**config.mk**
```make
export PLATFORM = sky130hd
export DESIGN_NAME = fp_div_sqrt_arbiter_flat
export DESIGN_NICKNAME = d
export VERILOG_FILES = /design/src/rtl/fp_div_sqrt_arbiter_if.sv /design/src/rtl/fp_div_sqrt_arbiter.sv /design/src/flat_wrapper.sv
export SDC_FILE = /design/constraint.sdc
export NUM_CORES = 1
export LEC_CHECK = 0
export ABC_AREA = 1
export CORE_AREA = 3 3 200 202
export DETAILED_ROUTE_END_ITERATION = 7
export DIE_AREA = 0 0 203 205
export HOLD_SLACK_MARGIN = 0.03
export SLEW_MARGIN = 20
export SYNTH_ARGS = -nofsm -noshare
export SYNTH_HDL_FRONTEND = slang
export SYNTH_SLANG_ARGS = --single-unit
```
**constraint.sdc**
```tcl
create_clock -name clk -period 2.46 [get_ports clk]
set_input_delay 0.492 -clock clk [delete_from_list [all_inputs] [get_ports clk]]
set_output_delay 0.492 -clock clk [all_outputs]
set_load 0.01 [all_outputs]
```
**src/rtl/fp_div_sqrt_arbiter_if.sv**
```systemverilog
// Handshake and datapath bundle between the FP divide/sqrt units, the arbiter
// and the shared iterative mantissa core.
interface fp_div_sqrt_arbiter_if #(
  parameter int DATA_WIDTH = 55
);
  // Requester side: a start is accepted in a cycle where start && ready; an
  // unaccepted start must be held. done stays high until the owner acks it.
  logic                  div_start;
  logic [DATA_WIDTH-1:0] div_dividend;
  logic [DATA_WIDTH-1:0] div_divisor;
  logic                  div_ready;
  logic                  div_done;
  logic                  div_ack;
  logic                  sqrt_start;
  logic [DATA_WIDTH-1:0] sqrt_radicand;
  logic                  sqrt_ready;
  logic                  sqrt_done;
  logic                  sqrt_ack;
  logic [DATA_WIDTH-1:0] result;
  logic [DATA_WIDTH+1:0] remainder;
  logic                  core_start;
  logic                  core_is_sqrt;
  logic [DATA_WIDTH-1:0] core_a;
  logic [DATA_WIDTH-1:0] core_b;
  logic                  core_done;
  logic [DATA_WIDTH-1:0] core_result;
  logic [DATA_WIDTH+1:0] core_remainder;

  modport slave (
    input  div_start, div_dividend, div_divisor, div_ack,
    input  sqrt_start, sqrt_radicand, sqrt_ack,
    input  core_done, core_result, core_remainder,
    output div_ready, div_done, sqrt_ready, sqrt_done, result, remainder,
    output core_start, core_is_sqrt, core_a, core_b
  );

  modport master (
    output div_start, div_dividend, div_divisor, div_ack,
    output sqrt_start, sqrt_radicand, sqrt_ack,
    output core_done, core_result, core_remainder,
    input  div_ready, div_done, sqrt_ready, sqrt_done, result, remainder,
    input  core_start, core_is_sqrt, core_a, core_b
  );
endinterface

```
**src/rtl/fp_div_sqrt_arbiter.sv**
```systemverilog
// Round-robin arbiter sharing one iterative mantissa core between the FP
// divide unit (requester 0) and the FP square-root unit (requester 1).
module fp_div_sqrt_arbiter #(
  parameter int DATA_WIDTH = 55
) (
  input  logic                  clk,
  input  logic                  rst,
  fp_div_sqrt_arbiter_if.slave  bus,
  output logic [1:0]            o_state,
  output logic                  o_owner
);

  typedef enum logic [1:0] {
    S_IDLE = 2'd0,
    S_BUSY = 2'd1,
    S_HOLD = 2'd2
  } state_t;

  state_t                r_state;
  state_t                w_next_state;
  logic                  r_owner;
  logic                  r_rr_ptr;
  logic                  r_div_done;
  logic                  r_sqrt_done;
  logic [DATA_WIDTH-1:0] r_result;
  logic [DATA_WIDTH+1:0] r_remainder;

  logic w_owner_ack;
  logic w_ready;
  logic w_grant;
  logic w_grant_sqrt;

  always_comb begin
    w_next_state = r_state;
    w_owner_ack  = r_owner ? bus.sqrt_ack : bus.div_ack;
    // A HOLD ack frees the core in the same cycle so the next op can launch.
    w_ready      = (r_state == S_IDLE) || ((r_state == S_HOLD) && w_owner_ack);
    w_grant      = w_ready && (bus.div_start || bus.sqrt_start);
    w_grant_sqrt = (bus.div_start && bus.sqrt_start) ? r_rr_ptr : bus.sqrt_start;
    case (r_state)
      S_IDLE: if (w_grant) w_next_state = S_BUSY;
      S_BUSY: if (bus.core_done) w_next_state = S_HOLD;
      S_HOLD: if (w_owner_ack) w_next_state = w_grant ? S_BUSY : S_IDLE;
      default: w_next_state = S_IDLE;
    endcase
  end

  always_ff @(posedge clk) begin
    if (rst) r_state <= S_IDLE;
    else     r_state <= w_next_state;
  end

  always_ff @(posedge clk) begin
    if (rst) begin
      r_owner     <= 1'b0;
      r_rr_ptr    <= 1'b0;
      r_div_done  <= 1'b0;
      r_sqrt_done <= 1'b0;
      r_result    <= '0;
      r_remainder <= '0;
    end else begin
      if (w_grant) begin
        r_owner  <= w_grant_sqrt;
        r_rr_ptr <= ~w_grant_sqrt;
      end
      if ((r_state == S_BUSY) && bus.core_done) begin
        r_result    <= bus.core_result;
        r_remainder <= bus.core_remainder;
        r_div_done  <= ~r_owner;
        r_sqrt_done <= r_owner;
      end else if ((r_state == S_HOLD) && w_owner_ack) begin
        r_div_done  <= 1'b0;
        r_sqrt_done <= 1'b0;
      end
    end
  end

  assign bus.div_ready    = w_ready;
  assign bus.sqrt_ready   = w_ready;
  assign bus.div_done     = r_div_done;
  assign bus.sqrt_done    = r_sqrt_done;
  assign bus.result       = r_result;
  assign bus.remainder    = r_remainder;
  assign bus.core_start   = w_grant;
  assign bus.core_is_sqrt = w_grant && w_grant_sqrt;
  assign bus.core_a       = !w_grant ? '0 : (w_grant_sqrt ? bus.sqrt_radicand : bus.div_dividend);
  assign bus.core_b       = (w_grant && !w_grant_sqrt) ? bus.div_divisor : '0;
  assign o_state          = r_state;
  assign o_owner          = r_owner;

endmodule

```
**src/flat_wrapper.sv**
```systemverilog
// flat-port wrapper written by rule: the top's interface ports become plain ports
module fp_div_sqrt_arbiter_flat 
#(
  parameter int DATA_WIDTH = 55
)
  (clk, rst, o_state, o_owner, bus_div_start, bus_div_dividend, bus_div_divisor, bus_div_ack, bus_sqrt_start, bus_sqrt_radicand, bus_sqrt_ack, bus_core_done, bus_core_result, bus_core_remainder, bus_div_ready, bus_div_done, bus_sqrt_ready, bus_sqrt_done, bus_result, bus_remainder, bus_core_start, bus_core_is_sqrt, bus_core_a, bus_core_b);
  fp_div_sqrt_arbiter_if #(.DATA_WIDTH(DATA_WIDTH)) bus_i ();
  input  logic clk;
  input  logic rst;
  output logic [1:0] o_state;
  output logic o_owner;
  input wire logic [$bits(bus_i.div_start)-1:0] bus_div_start;
  input wire logic [$bits(bus_i.div_dividend)-1:0] bus_div_dividend;
  input wire logic [$bits(bus_i.div_divisor)-1:0] bus_div_divisor;
  input wire logic [$bits(bus_i.div_ack)-1:0] bus_div_ack;
  input wire logic [$bits(bus_i.sqrt_start)-1:0] bus_sqrt_start;
  input wire logic [$bits(bus_i.sqrt_radicand)-1:0] bus_sqrt_radicand;
  input wire logic [$bits(bus_i.sqrt_ack)-1:0] bus_sqrt_ack;
  input wire logic [$bits(bus_i.core_done)-1:0] bus_core_done;
  input wire logic [$bits(bus_i.core_result)-1:0] bus_core_result;
  input wire logic [$bits(bus_i.core_remainder)-1:0] bus_core_remainder;
  output wire logic [$bits(bus_i.div_ready)-1:0] bus_div_ready;
  output wire logic [$bits(bus_i.div_done)-1:0] bus_div_done;
  output wire logic [$bits(bus_i.sqrt_ready)-1:0] bus_sqrt_ready;
  output wire logic [$bits(bus_i.sqrt_done)-1:0] bus_sqrt_done;
  output wire logic [$bits(bus_i.result)-1:0] bus_result;
  output wire logic [$bits(bus_i.remainder)-1:0] bus_remainder;
  output wire logic [$bits(bus_i.core_start)-1:0] bus_core_start;
  output wire logic [$bits(bus_i.core_is_sqrt)-1:0] bus_core_is_sqrt;
  output wire logic [$bits(bus_i.core_a)-1:0] bus_core_a;
  output wire logic [$bits(bus_i.core_b)-1:0] bus_core_b;
  assign bus_i.div_start = bus_div_start;
  assign bus_i.div_dividend = bus_div_dividend;
  assign bus_i.div_divisor = bus_div_divisor;
  assign bus_i.div_ack = bus_div_ack;
  assign bus_i.sqrt_start = bus_sqrt_start;
  assign bus_i.sqrt_radicand = bus_sqrt_radicand;
  assign bus_i.sqrt_ack = bus_sqrt_ack;
  assign bus_i.core_done = bus_core_done;
  assign bus_i.core_result = bus_core_result;
  assign bus_i.core_remainder = bus_core_remainder;
  assign bus_div_ready = bus_i.div_ready;
  assign bus_div_done = bus_i.div_done;
  assign bus_sqrt_ready = bus_i.sqrt_ready;
  assign bus_sqrt_done = bus_i.sqrt_done;
  assign bus_result = bus_i.result;
  assign bus_remainder = bus_i.remainder;
  assign bus_core_start = bus_i.core_start;
  assign bus_core_is_sqrt = bus_i.core_is_sqrt;
  assign bus_core_a = bus_i.core_a;
  assign bus_core_b = bus_i.core_b;
  fp_div_sqrt_arbiter #(.DATA_WIDTH(DATA_WIDTH)) u_core (.clk(clk), .rst(rst), .bus(bus_i), .o_state(o_state), .o_owner(o_owner));
endmodule
```
# Yosys cells after proc, flatten, opt, wreduce, memory -nomap -nowiden
# Index checks and enable logic that the tools add are counted.
[word_totals] reg_bits=118 latchBits=0 mem_bits_rw=0 rom_bits=0 out_inout_bits=231 elab_cells=39 n_memories=0
[op_classes] n_addsub=0 multipliers=0 div=0 magnitude_cmp=0 n_eq_ne=5 shift=0 n_mux=13 bitwise_logic=2 reduce_logical=12
[ops] operator="$mux W55" count=3
[ops] operator="$logic_and A1 B1 Y1" count=6
[ops] operator="$mux W1" count=6
[ops] operator="$mux W2" count=3
[ops] operator="$pmux W2 S3" count=1
[ops] operator="$ne A2 B1 Y1 const B" count=2
[ops] operator="$reduce_and A3 Y1" count=1
[ops] operator="$eq A2 B1 Y1 const B" count=1
[ops] operator="$eq A2 B2 Y1 const B" count=1
[ops] operator="$logic_not A2 Y1" count=1
[ops] operator="$logic_or A1 B1 Y1" count=2
[ops] operator="$ne A2 B2 Y1 const B" count=1
[ops] operator="$not A1 Y1" count=2
[ops] operator="$reduce_bool A2 Y1" count=1
[ops] operator="$logic_not A1 Y1" count=1

# Logic depth before layout (Yosys ltp)
# Gate-level depths: netlist of run 1.
[logic_depth] depth_word=7 depth_mapped=11 mapped_depth_nobuf=9

# Worst setup path before layout of run 1
# No wires, ideal clock.
[synth_path] path_type="input to output" start="input port bus_sqrt_ack" end="output port bus_core_b[14]" arrival_ps=1352 required_ps=1968 setup_slack_ps=616 cell_stages=8 path_buffers=2 cell_sequence="nand2_1 nand2_1 nand2_2 nand2_4 nand3_1 buf_4 buf_6 nor2_1"
[synth_via] elab_chain_cells=6
[synth_lines] item="start: declaration" line="flat_wrapper.sv:18" text="input wire logic [$bits(bus_i.sqrt_ack)-1:0] bus_sqrt_ack;"
[synth_lines] item="$mux W1" line="fp_div_sqrt_arbiter.sv:35" text="w_owner_ack = r_owner ? bus.sqrt_ack : bus.div_ack;"
[synth_lines] item="$logic_and A1 B1 Y1" line="fp_div_sqrt_arbiter.sv:37" text="w_ready = (r_state == S_IDLE) || ((r_state == S_HOLD) && w_owner_ack);"
[synth_lines] item="$logic_or A1 B1 Y1" line="fp_div_sqrt_arbiter.sv:37"
[synth_lines] item="net bus_div_ready" line="flat_wrapper.sv:22" text="output wire logic [$bits(bus_i.div_ready)-1:0] bus_div_ready;"
[synth_lines] item="$logic_and A1 B1 Y1" line="fp_div_sqrt_arbiter.sv:38" text="w_grant = w_ready && (bus.div_start || bus.sqrt_start);"
[synth_lines] item="$logic_and A1 B1 Y1" line="fp_div_sqrt_arbiter.sv:87" text="assign bus.core_b = (w_grant && !w_grant_sqrt) ? bus.div_divisor : '0;"
[synth_lines] item="$mux W55" line="fp_div_sqrt_arbiter.sv:87"
[synth_lines] item="end: declaration" line="flat_wrapper.sv:31" text="output wire logic [$bits(bus_i.core_b)-1:0] bus_core_b;"
# The timed path passes the listed nets, and every way through them passes these cells.

# Worst setup path after layout of run 1
[layout_path] start="input port bus_div_start" end="output port bus_core_a[8]"
[layout_via] elab_chain_cells=4 elab_cells_between_ends=6
[layout_lines] item="start: declaration" line="flat_wrapper.sv:12" text="input wire logic [$bits(bus_i.div_start)-1:0] bus_div_start;"
[layout_lines] item="$logic_and A1 B1 Y1" line="fp_div_sqrt_arbiter.sv:39" text="w_grant_sqrt = (bus.div_start && bus.sqrt_start) ? r_rr_ptr : bus.sqrt_start;"
[layout_lines] item="$mux W1" line="fp_div_sqrt_arbiter.sv:39"
[layout_lines] item="$mux W55" line="fp_div_sqrt_arbiter.sv:86" text="assign bus.core_a = !w_grant ? '0 : (w_grant_sqrt ? bus.sqrt_radicand : bus.div_dividend);"
[layout_lines] item="$mux W55 *" line="fp_div_sqrt_arbiter.sv:86"
[layout_lines] item="end: declaration" line="flat_wrapper.sv:30" text="output wire logic [$bits(bus_i.core_a)-1:0] bus_core_a;"
# Mark *: on every way between the ends. The rest lies on a longest branch, timed or not.

==> results of run 1 <==
[worst max-delay path by stage]
stage / from / end / depth (start not counted)
detailed placement: bus_div_ack / bus_core_b[0] / 10
global route: u_core.o_owner / bus_core_a[8] / 13
floorplan: bus_sqrt_ack / bus_core_b[14] / 8
CTS: u_core.o_owner / u_core.bus.sqrt_done / 21
finish: bus_div_start / bus_core_a[8] / 10
global placement: bus_div_ack / bus_core_b[0] / 10
[placed cells by master, fill, tap and decap left out, drive strengths merged]
cell	netlist	final
nand2	346	346
diode	0	8
dfxtp	118	118
clkbuf	17	23
nor2	57	57
buf	45	194
inv	62	62
nand3b	1	1
bufinv	0	4
a21oi	118	118
clkdlybuf4s15	0	1
or2	1	1
clkinv	0	7
dlygate4sd2	0	2
nand3	61	61
clkinvlp	0	3
dlymetal6s2s	0	1
clkdlybuf4s50	0	398
[state kept, by name, indices dropped and copies added (netlist names)]
name,cells
u_core.bus.div_done,1
u_core.bus.remainder,57
u_core.bus.result,55
u_core.bus.sqrt_done,1
u_core.o_owner,1
u_core.o_state,2
u_core.r_rr_ptr,1
[through the flow]
stage	cell area (um^2)	util (%)	hold slack, ps	worst slack, ps	TNS [ps]
final	13330	34.65	307.4	-23.39	-23.39
after floorplan	5664	-	439.1	615.8	0
after global routing	13330	34.64	283.1	-92.91	-3764
after CTS	12280	31.91	283.8	-147.7	-1759
after global placement	11530	29.98	450.8	-557.8	-53590
after detailed placement	11530	29.98	453.9	-573.8	-55550
[per-layer routing]
metal	track usage [%]	vias up	part of all wire, %
met4	5.840	0	2.4
met1	15.68	3510	39
li1	-	3687	-
met3	4.147	32	6.7
met5	0	-	0
met2	26.64	305	52
[power groups by stage]
stage               sequential (mW)  combinational, mW  clock [mW]
floorplan                      2.14              0.715           0
global route                   2.07               2.61        2.90
finish                         2.06               2.47        2.72
CTS                            2.06               2.11        2.81
global placement               2.10               2.04           0
detailed placement             2.10               2.05           0
[cell type report]
cell class	instances	area share, %
antenna	8	0.1502
clock buffer	18	3.295
clock inverter	14	1.502
inverter	62	1.849
multi-input combinational	584	24.95
sequential	118	17.77
tap	518	4.862
timing repair buffer	601	45.62
[repair_timing]
item | 4_1_cts | 5_1_grt
endpoints found under the hold margin | 0 | 0
endpoints found under the setup margin | 114 | 115
pin swaps | 10 | 40
gates cloned | 9 | 6
resized for setup | 502 | 238
buffers inserted | 29 | 8
[cells by family (layout without fill, tap and decap cells)]
family / Yosys count / count (layout)
and+or+nand+nor: 466 / 466
buffers and inverters: 124 / 695
AOI/OAI and AO/OA: 118 / 118
DFF: 118 / 118
other: 0 / 8
==> metrics.txt, run 1 <==
Worst path max stage delay 520 ps; antenna-violating nets left 0; Post-Synth Adder-Cell Area 0%; cell count after synthesis 826; Arrival @ worst endpoint 1990 ps; most used cell along the critical path nand2_2; count of final setup violators 1; Rows 72; fraction of layout cells with a size suffix above 1 29.63%; Sequential Power Share 28.4%; vias 7534; Clk pwr share 37.5%; RSZ-0062 raised after global routing true; Tmin final 2483 ps; worst r2r src u_core.o_owner; slowest cell on the critical path clkdlybuf4s50_1; clk sinks 118; crit path kind primary input to primary output; Post-synth EDFFs 0; area grow syn2layout 135.3%; Synth Area in Compound Gates 10.43%; flop2flop setup slack 90 ps; Pwr Total 7.253 mW; first-pass GRT wire length 45940 um; CTS tree yes; Main synth FF type dfxtp_1; Pre-antenna DRT Iters 6; syn nets 1110; post-DP HPWL 24440 um; post-synthesis mux area share 0%; Psw 2.149 mW; max frequency 402.7 MHz; area leader, netlist dfxtp_1; I/O Pins 515; fin worst setup slack -23.39 ps; Synth top area share 41.71%; Hold Buf Count CTS 0; vias in the first global route 7458; gpl congestion 0.8579; Tot GR Track Use 14.52%; CP Max Fanout 7; Layout Skew 7.352 ps; largest family of logic cells by synthesized area simple AND/OR/NAND/NOR gates; initial antenna violation count 9; H-Tree Depth 4; r2r endpoint u_core.bus.div_done; DIE AREA 41620 um^2; critical path's top delay family buffers and inverters; Post-Synth Simple-Gate Area 36.40%; Max VDD drop 0.3944 mV; Buffers on Ports 514; average size of a mapped cell 6.857 um^2; largest net degree at the start of global routing 81; Routed wire per std cell 17.18 um; Sw Share 29.62%; cells along the critical path clkdlybuf4s50_1 -> nand2_2 -> nand3_4 -> clkinv_4 -> buf_12 -> buf_8 -> buf_16 -> nand2_2 -> nand2_1 -> buf_2; Hold Path Depth 2; worst slew pin tran 527.4 ps; Post-route DRC 0; Int Pwr 5.105 mW; Max Root-Sink Buffers 2; fin nets 1668; vias per cell 3.918; core footprint 38470 um^2; Hold Crit Endpoint u_core.bus.result[22]; buffers and inverters on the worst path 6; Reg clk slew, reported paths 60 ps; leakage power total 5.578 nW; Die Ht 205 um; combinational power share 34.0%; R2R depth 19; Initial Utilization 14.72%; dpl cells 1838; status finished, violations left; worst hold path class primary input to register; count leader, synth nand2_1; multi-input combinational cell area 3326 um^2; top cells by area, synth dfxtp_1, nand2_1, a21oi_1; clk root buf clkbuf_16; violated checks setup timing; startpoint types primary input; total CTS buffers 17; Seq. cell area 2369 um^2; maxcap violations 0; die width 203 um; Critical Path End Type primary output; Final Hold Viols 0; pwr dens 544.2 nW/um^2; Synth top cells by count nand2_1, a21oi_1, dfxtp_1; Tcrit/Tclk final 101.0%; post-synth cell types 19; Detailed Route WL 33040 um; final non-filler cell total 1923; Yosys Warn Count 0; Syn Std Cell Area 5664 um^2; GR Overflow Total 0; Iteration-0 DRC Markers 402; fin. max-slew vios 0; asr flop ratio synth 0%; Required @ worst endpoint 1970 ps; Seq/Total Area, Yosys 41.71%; XOR/XNOR Fraction of Synth Area 0%; #FFs+latches synth 118; # fillers 3965; Hold Crit Start rst; Max-slew headroom 64.84%; clk_lat worst skew 410 ps
Power figures use the tool's default switching activity.
==> run 2: changes to the inputs <==
--- a/config.mk
+++ b/config.mk
@@ -6,7 +6,9 @@
 export NUM_CORES = 1
 export LEC_CHECK = 0
 export ABC_AREA = 1
+export CAP_MARGIN = 20
 export CORE_AREA = 3 3 200 202
+export CTS_CLUSTER_DIAMETER = 50
 export DETAILED_ROUTE_END_ITERATION = 7
 export DIE_AREA = 0 0 203 205
 export HOLD_SLACK_MARGIN = 0.03
==> results of run 2 <==
Final layout, timing and power as in run 1 (identical DEF).
==> run 3: changes to the inputs <==
--- a/config.mk
+++ b/config.mk
@@ -12,6 +12,7 @@
 export DETAILED_ROUTE_END_ITERATION = 7
 export DIE_AREA = 0 0 203 205
 export HOLD_SLACK_MARGIN = 0.03
+export PLACE_DENSITY = 0.43
 export SLEW_MARGIN = 20
 export SYNTH_ARGS = -nofsm -noshare
 export SYNTH_HDL_FRONTEND = slang
==> run 3 against run 2 <==
Against the previous run:
- the flow now finishes without violations
- first-iteration DRC count decreased by 13%
- power decreased by 3.0%
- worst hold slack improved by 150 ps
- sequential cell count unchanged
- global-route usage increased by 0.38 points
- sequential share of layout area increased by 0.78 points
- count of clock-buffer cells in the layout increased by 3
- via count decreased by 2.2%
- combinational power decreased by 8%
- register-to-register slack got worse by 40 ps
- core utilization decreased by 1.5 points
- fmax increased by 1.0%
- critical endpoint is now bus_core_a[30]
- highest routed layer unchanged
==> metrics.txt, run 3 (synthesis gave the netlist of run 1 again) <==
CP Max Fanout 7 (unchanged); Routed wire per std cell 17.59 um (+2.4%); TNS Setup 0 ps (+23.39 ps); status completed; Setup WS pre-CTS -502.4 ps (+71.42 ps); max FFs per register 57 (unchanged); Layout Utilization 33.17% (-1.5 points); worst hold slack 456.2 ps (+148.8 ps); Max Root-Sink Buffers 2 (unchanged); most common cell after layout, fill and taps aside clkdlybuf4s50_1; fraction of layout cells with a size suffix above 1 22.51% (-7.1 points); Max-slew headroom 57.01% (-7.8 points); Seq. cell area 2367 um^2 (about the same); vias 7372 (-2.2%); core footprint 38470 um^2 (unchanged); Initial Utilization 14.72% (unchanged); clk_lat worst skew 420 ps (about the same); Final Hold Viols 0 (unchanged); Arrival @ worst endpoint 1970 ps (-20 ps); multi-input combinational cell area 2927 um^2 (-12%); clk root buf clkbuf_16; Rows 72 (unchanged); GR Overflow Total 0 (unchanged); flop2flop setup slack 50 ps (-40 ps); count of final setup violators 0 (-1); vias per cell 3.850 (-1.7%); die width 203 um (unchanged); I/O Pins 515 (unchanged); Iteration-0 DRC Markers 349 (-13%); area grow syn2layout 125.3%; Tot GR Track Use 14.89% (+0.38 points); Hold Buf Count CTS 0 (unchanged); H-Tree Depth 4 (unchanged); fin nets 1666 (-0.12%); pwr dens 551.3 nW/um^2 (+1.3%); Pwr Total 7.035 mW (-3.0%); first-pass GRT wire length 46890 um (+2.1%); Layout Skew 12.77 ps (+5.414 ps); total CTS buffers 17 (unchanged); antenna-violating nets left 0 (unchanged); fin. max-slew vios 0 (unchanged); # fillers 4211 (+6.2%); Pre-antenna DRT Iters 4 (-2); Critical Path End Type primary output; Tmin final 2458 ps (-25.64 ps); commonest non-fill, non-tap cells in the layout clkdlybuf4s50_1, nand2_1, a21oi_1; worst slew pin tran 644.8 ps (+117.4 ps); Buffers on Ports 514 (unchanged); leakage power total 5.383 nW (-3.5%); initial antenna violation count 2 (-7); Die Ht 205 um (unchanged); CTS tree yes; Max VDD drop 0.4089 mV (+3.7%); worst hold path class register to register; Detailed Route WL 33680 um (+1.9%); largest net degree at the start of global routing 119 (+47%); post-DP HPWL 24680 um (+0.99%); vias in the first global route 7225 (-3.1%); Post-route DRC 0 (unchanged); startpoint types register; Required @ worst endpoint 1970 ps (about the same); crit path kind register to primary output; gpl congestion 0.7832 (-8.7%); clk sinks 118 (unchanged); max frequency 406.9 MHz (+1.0%); maxcap violations 0 (unchanged); Reg clk slew, reported paths 60 ps (about the same); DIE AREA 41620 um^2 (unchanged); RSZ-0062 raised after global routing true; Tcrit/Tclk final 99.91% (-1.0 points); fin worst setup slack 2.247 ps (+25.64 ps)
-- run 3: changes by cell type in the layout (fill, tap and decap cells not counted), sizes merged --
cell / previous run / this run
clkdlybuf4s50: 398 / 399
dlygate4sd2: 2 / 24
dlymetal6s2s: 1 / 0
clkdlybuf4s15: 1 / 6
inv: 62 / 61
clkinvlp: 3 / 1
clkbuf: 23 / 32
diode: 8 / 2
buf: 194 / 159
-- run 3: path summary, 6_finish.rpt --
kind / end / cells after the start / start
hold / removal: u_core.r_rr_ptr / 2 / u_core.r_rr_ptr
setup reg to reg: u_core.o_state[1] / 18 / u_core.o_owner
hold reg to reg: u_core.r_rr_ptr / 2 / u_core.r_rr_ptr
setup / recovery: bus_core_a[30] / 12 / u_core.o_state[1]
-- run 3: through the flow --
stage	instance area [um^2]	instances
4_1_cts	12480	1907
5_1_grt	12760	1915
3_3_place_gp	11440	1830
3_5_place_dp	11440	1830
2_1_floorplan	5664	826
6_report	12760	1915
-- run 3: timing repair --
item / in CTS / in global routing
buffers inserted: 37 / 6
endpoints found under the setup margin: 112 / 107
cloned: 8 / 5
pin swaps: 6 / 14
resized for setup: 361 / 132
-- run 3: final cells by class --
cell class / instances / share of cell area [%]
clock inverters: 11 / 1.353
flip-flops and latches: 118 / 18.55
multi-input cells: 584 / 22.93
repair buffers: 599 / 46.48
clock buffers: 21 / 3.608
inverters: 62 / 1.951
well taps: 518 / 5.079
diodes: 2 / 0.03922
-- run 3: worst max-delay path: stages, from the launching register on --
cell,delay (ps)
dfxtp_2,360
inv_2,60
nor2_4,110
nand2_2,90
nand2_4,110
buf_6,110
nand2_4,60
inv_8,90
buf_12,140
clkbuf_16,160
nand3_2,70
nand2_2,90
buf_6,100
-- run 3: report_power, final --
group / switching [mW] / internal (mW) / leakage (nW)
Clock: 0.944 / 1.75 / 0.308
Sequential: 0.0512 / 2.01 / 0.961
Combinational: 1.02 / 1.26 / 4.11
Total: 2.01 / 5.02 / 5.38
-- run 3: per-layer routing --
metal | wire length, um | vias up | global-route usage (%)
met1 | 12630 | 3363 | 15.74
met4 | 518 | 0 | 4.405
li1 | - | 3680 | -
met2 | 17870 | 302 | 27.65
met3 | 2662 | 27 | 5.435
met5 | 0 | - | 0
